`config.mk`:
```
export PLATFORM = sky130hd
export DESIGN_NAME = instr_fetch_sequencer
export DESIGN_NICKNAME = d
export VERILOG_FILES = /design/src/rtl/instr_fetch_sequencer.sv
export SDC_FILE = /design/constraint.sdc
export NUM_CORES = 1
export LEC_CHECK = 0
export ABC_AREA = 0
export BUFFER_PORTS_ARGS = -buffer_cell sky130_fd_sc_hd__buf_2
export CAP_MARGIN = 20
export CORE_MARGIN = 1
export CORE_UTILIZATION = 52
export DETAILED_ROUTE_END_ITERATION = 7
export GPL_TIMING_DRIVEN = 0
export PLACE_DENSITY = 0.79
export RECOVER_POWER = 50
export SETUP_SLACK_MARGIN = 0.15
export SLEW_MARGIN = 5
export SYNTH_ARGS = -nofsm -noshare
export SYNTH_HDL_FRONTEND = slang
export SYNTH_SLANG_ARGS = --single-unit
```
`constraint.sdc`:
```
create_clock -name Clock -period 2.52 [get_ports Clock]
set_input_delay 0.252 -clock Clock [delete_from_list [all_inputs] [get_ports Clock]]
set_output_delay 0.252 -clock Clock [all_outputs]
set_load 0.1 [all_outputs]
```
`src/rtl/instr_fetch_sequencer.sv`:
```
// Fetch controller for a byte-wide instruction memory: assembles four low
// nibbles into a 16-bit instruction and hands it to decode over valid/ready.
module instr_fetch_sequencer #(
    parameter logic [15:0] RESET_PC = 16'h0000
) (
    input  logic        Clock,
    input  logic        Reset,
    output logic [15:0] MemAddr,
    input  logic [7:0]  MemData,
    input  logic        Halt,
    input  logic        Redirect,
    input  logic [15:0] RedirectPC,
    output logic        InstrValid,
    input  logic        InstrReady,
    output logic [15:0] Instruction,
    output logic [15:0] InstrPC
);

    typedef enum logic [1:0] {
        NIB0 = 2'd0,
        NIB1 = 2'd1,
        NIB2 = 2'd2,
        NIB3 = 2'd3
    } idx_t;

    idx_t        idx, idx_nx;
    logic [15:0] fetch_pc, fetch_pc_nx;
    logic [3:0]  nib0, nib1, nib2;
    logic [3:0]  nib0_nx, nib1_nx, nib2_nx;
    logic        out_valid, out_valid_nx;
    logic [15:0] instr, instr_nx;
    logic [15:0] instr_pc, instr_pc_nx;
    logic        xfer;
    logic        unused_high;

    assign unused_high = ^MemData[7:4];

    assign MemAddr     = fetch_pc + {14'b0, idx};
    assign InstrValid  = out_valid;
    assign Instruction = instr;
    assign InstrPC     = instr_pc;

    // State register for fetch position, partial nibbles and output slot.
    always_ff @(posedge Clock or posedge Reset) begin
        if (Reset) begin
            fetch_pc  <= RESET_PC;
            idx       <= NIB0;
            nib0      <= 4'h0;
            nib1      <= 4'h0;
            nib2      <= 4'h0;
            out_valid <= 1'b0;
            instr     <= 16'h0000;
            instr_pc  <= 16'h0000;
        end else begin
            fetch_pc  <= fetch_pc_nx;
            idx       <= idx_nx;
            nib0      <= nib0_nx;
            nib1      <= nib1_nx;
            nib2      <= nib2_nx;
            out_valid <= out_valid_nx;
            instr     <= instr_nx;
            instr_pc  <= instr_pc_nx;
        end
    end

    // Next-state: redirect beats everything, then handshake, then fetch step.
    always_comb begin
        xfer         = out_valid & InstrReady;
        fetch_pc_nx  = fetch_pc;
        idx_nx       = idx;
        nib0_nx      = nib0;
        nib1_nx      = nib1;
        nib2_nx      = nib2;
        out_valid_nx = out_valid;
        instr_nx     = instr;
        instr_pc_nx  = instr_pc;

        if (Redirect) begin
            fetch_pc_nx  = RedirectPC;
            idx_nx       = NIB0;
            out_valid_nx = 1'b0;
        end else begin
            if (xfer) begin
                out_valid_nx = 1'b0;
            end else begin
                out_valid_nx = out_valid;
            end

            if (Halt) begin
                idx_nx = idx;
            end else begin
                case (idx)
                    NIB0: begin
                        nib0_nx = MemData[3:0];
                        idx_nx  = NIB1;
                    end
                    NIB1: begin
                        nib1_nx = MemData[3:0];
                        idx_nx  = NIB2;
                    end
                    NIB2: begin
                        nib2_nx = MemData[3:0];
                        idx_nx  = NIB3;
                    end
                    NIB3: begin
                        // Slot is free if it was empty or is being drained now.
                        if (!out_valid_nx) begin
                            instr_nx     = {nib0, nib1, nib2, MemData[3:0]};
                            instr_pc_nx  = fetch_pc;
                            out_valid_nx = 1'b1;
                            fetch_pc_nx  = fetch_pc + 16'd4;
                            idx_nx       = NIB0;
                        end else begin
                            idx_nx = NIB3;
                        end
                    end
                    default: begin
                        idx_nx = NIB0;
                    end
                endcase
            end
        end
    end

endmodule

```
==> After elaboration in Yosys (flattened, before gate mapping) <==
Cells that the tools add are included.
{ "word_totals": {"regBits": 63, "in_bits": 29, "out_inout_bits": 49, "elab_cells": 39} }
{ "classes": {"addsub": 2, "n_eq_ne": 5, "mux": 13, "n_bitwise": 4, "reduce_logical": 7} }
{ "op_table": {"columns": ["op", "n"], "rows": [
  ["16-bit 2-to-1 mux", 4],
  ["16-bit by 2-bit adder with 16-bit output", 1],
  ["16-bit by 3-bit adder with 16-bit output, second input constant", 1],
  ["3-bit AND reduction", 4],
  ["2-bit case mux with 4 select lines", 1],
  ["2-bit 2-to-1 mux", 3],
  ["1-bit 2-to-1 mux", 5],
  ["2-bit equality test, second input constant", 2],
  ["4-bit AND reduction", 1],
  ["1-bit inverter", 3],
  ["2-bit by 1-bit equality test with 1-bit output, second input constant", 1],
  ["2-bit logical NOT", 1],
  ["2-bit by 1-bit != test with 1-bit output, second input constant", 1],
  ["2-bit != test, second input constant", 1],
  ["2-bit nonzero test", 1],
  ["1-bit AND", 1]
]} }

==> Logic depth before layout (Yosys ltp) <==
{ "depth": {"ltp_word": 7, "depth_mapped": 7, "depth_no_buf": 7} }

==> Worst setup path after synthesis <==
No wires, ideal clock.
{ "synth_path": {"path_type": "register to output", "startpoint": "register idx[0]", "endpoint": "output MemAddr[8]", "arrival_time_ps": 3017, "t_required_ps": 2268, "slack_ps": -749, "path_stages_with_launch": 7, "path_buffers": 0, "cell_sequence": "dfrtp_1 ha_1 inv_1 fa_1 nor2b_1 nand3_1 xnor2_1"} }
{ "synth_via": {"elab_chain_cells": 1} }
{ "synth_rtl": {"columns": ["item", "line_no", "source"], "rows": [
  ["start, declared", "26", "idx_t idx, idx_nx;"],
  ["start signal, assigned", "56", "idx <= idx_nx;"],
  ["16-bit by 2-bit adder with 16-bit output", "38", "assign MemAddr = fetch_pc + {14'b0, idx};"],
  ["end, declared", "8", "output logic [15:0] MemAddr,"]
]} }
No other way between the ends.

==> Final worst setup path <==
{ "layout_path": {"startpoint": "register fetch_pc[0]", "endpoint": "output MemAddr[10]"} }
{ "layout_via": {"elab_chain_cells": 1} }
{ "layout_rtl": {"columns": ["item", "line_no", "source"], "rows": [
  ["start, declared", "27", "logic [15:0] fetch_pc, fetch_pc_nx;"],
  ["start signal, assigned", "55", "fetch_pc <= fetch_pc_nx;"],
  ["16-bit by 2-bit adder with 16-bit output", "38", null]
]} }
No other way between the ends.

==> impl_metrics.yaml <==
run_status:
  status: "completed"
clock_network:
  cts.sinks: 63
  cts_tree: "done"
  htreeDepth: 3
  numCtsBuffers: 9
  clock_latency_ps: 330
  root_buffer: "clkbuf_8"
  clockBufferDepth: 2
  path_clk_slew_ps: 70
job:
  drv_cap: 0
critical_path:
  rr_worst_depth: 3
  worst_setup_path_start_kind: "flop"
  crit_type: "flop to output port"
  r2r_start: "idx[0]"
  slowest_delay_ps: 400
  r2r_slack_ps: 580
  critical_path_arrival_ps: 2190
  end_kind: "output port"
  reg2reg_to: "nib0[0]"
  crit_family: "simple AND/OR/NAND/NOR gates"
  crit_fanout: 4
  crit_chain: "ha_4 > inv_2 > fa_2 > nor2b_4 > nand3_4 > nor2_4 > xor2_4 > buf_12"
  critPathBufInv: 2
  crit_required_ps: 2270
  slowest_stage: "dfrtp_1"
sta:
  final.setup.tns_ps: 0
  fin_skew_ps: 7.968
  worst_pin_slew_ps: 1204
  slew_viol_final: 0
  min_period_ps: 2446
  fmax_mhz: 408.8
  rsz0062_at_grt: "yes"
  hold_viol_final: 0
  finalSetupViolCount: 0
  relSlewSlack_pct: 20.08
  fin_crit_sh_pct: 97.07
  fin_ws_ps: 73.85
yosys:
  syn_inst: 250
  synth_cell_types: 44
  seq_area_frac_synth_pct: 53.01
  synth_area_mm2: 0.002974
  ys_ff_latch: 63
  avgSynthCellArea_um2: 11.90
  synth_fa_ha_area_share_pct: 1.935
  synth_top_family_by_area: "multiplexers"
  synth_compound_area_share_pct: 4.964
  synth_simple_gate_area_share_pct: 13.21
  synth.area.mux_share_pct: 17.71
  synth_xor_area_share_pct: 5.890
  synth_edf_count: 0
  async_flop_share_pct: 100.0
  yosys_warnings: 0
  synth_nets: 283
  synthFlopType: "dfrtp_1"
route:
  ant_nets: 0
  vias_per_cell: 5.414
  vias: 2263
  routed_wl_um: 6586
  first_pass_iters: 4
  drt_iter0_markers: 77
  drcViolationCount: 0
  wl_per_cell_um: 15.76
placement:
  placed_area_mm2: 0.003630
  numPortBuffers: 73
  dp_slack_ps: -61.32
  gp_congestion: 0.8619
  place_hpwl_um: 4691
global_routing:
  grt_util_all_layers_pct: 23.36
  grt_max_degree: 37
  antenna_found_initial: 0
  grt_first_pass_wirelength_um: 10690
  grt_pass1_vias: 2218
  grt_overflow: 0
cells_and_area:
  design_area_mm2: 0.003978
  drive_above_1_share_pct: 46.53
  fillers: 390
  syn_to_final_growth_pct: 33.74
  antenna_cells: 0
  layout_commonest_cell: "dfrtp_1"
  nNetsFinal: 374
  final_cell_mix: "dfrtp_1, buf_2, mux2_2"
floorplan:
  initial_core_util_pct: 54.01
  die_x_um: 77.63
  rows: 27
  io_pins: 78
  die_y_um: 77.63
  core_region_area_mm2: 0.005507
  die_area_mm2: 0.006026
worst_hold_path:
  hold_path_class: "input pin to flop"
  hp-start: "RedirectPC[6]"
  holdPathStages: 3
  whs_endpoint: "fetch_pc[6]"
power:
  p_leak_nw: 1.837
  power_density_mw_per_mm2: 940.7
  ir_worst_vdd_mv: 0.6481
[report_power, final]
part / switching (mW) / total (mW) / internal (mW)
logic: 1.23 / 1.55 / 0.325
clock network: 0.415 / 0.873 / 0.458
registers: 0.121 / 1.32 / 1.20
total: 1.76 / 3.74 / 1.98
[logic make-up after synthesis]
kind of cell / Yosys count
compound gates: 25
fa+ha+maj: 4
mux: 47
buf+inv: 20
xor+xnor: 20
flops: 63
simple gates: 71
[worst min-delay path: stages]
cell	delay, ps
buf_2	70
nand2_1	40
o21ai_0	50
[cells in the mapped netlist, types with 5 or more instances]
library cell | n | area share, %
nand3_1 | 8 | 1.3
inv_1 | 7 | 0.88
o21ai_0 | 13 | 2.2
nand2_1 | 18 | 2.3
nor2_1 | 8 | 1.0
buf_2 | 5 | 0.84
dfrtp_1 | 63 | 53
nand4_1 | 5 | 1.1
xnor2_1 | 12 | 3.5
xor2_1 | 8 | 2.4
mux2_2 | 44 | 17
[registers in the layout, indices dropped and copies added (netlist names)]
name and cells:
InstrPC 16, InstrValid 1, Instruction 16, fetch_pc 16
idx 2, nib0 4, nib1 4, nib2 4
[cell type report]
type                            count  area, um2  share of cell area [%]
Multi-Input combinational cell    167       1513                   38.03
Timing Repair Buffer               80      500.5                   12.58
Tap cell                           72      90.09                   2.265
Clock buffer                        9      123.9                   3.114
Clock inverter                      7      72.57                   1.824
Buffer                             13      71.32                   1.793
Sequential cell                    63       1580                   39.73
Inverter                            7      26.28                  0.6606
[worst max-delay path by stage]
stage                      startpoint           to  slack (ps)  cells past startpoint
after global routing      fetch_pc[0]  MemAddr[10]          -2                      8
final                     fetch_pc[0]  MemAddr[10]          70                      8
after global placement          Reset   InstrPC[5]         -50                      2
after CTS                 fetch_pc[0]  MemAddr[12]          50                      7
after detailed placement       idx[0]  MemAddr[10]         -60                      8
after floorplan                idx[0]   MemAddr[8]         -60                      6
[what timing repair did]
action                                  CTS  global route
gates resized for setup                  31             6
buffers inserted                          5             0
pin swaps                                 6             5
hold buffers                              1             0
endpoints found under the hold margin     4             0
endpoints found under the setup margin   10            12
[routing by layer]
metal | part of all wire (%) | vias up | GRT usage (%)
met5 | 0 | - | 0
met4 | 1.3 | 0 | 10.75
met3 | 5.0 | 8 | 4.706
met2 | 49 | 73 | 37.61
met1 | 45 | 1124 | 30.45
li1 | - | 1058 | -
[stage by stage]
step	power, mW	hold WS, ps	std cells	util, %
6_report	3.742	122.1	418	72.23
5_1_grt	3.876	126.9	418	72.23
4_1_cts	3.770	115.5	418	72.23
3_5_place_dp	2.857	363.4	396	65.92
3_3_place_gp	2.822	467.3	395	65.55
2_1_floorplan	2.607	373.0	250	-
Power figures use the tool's default switching activity.
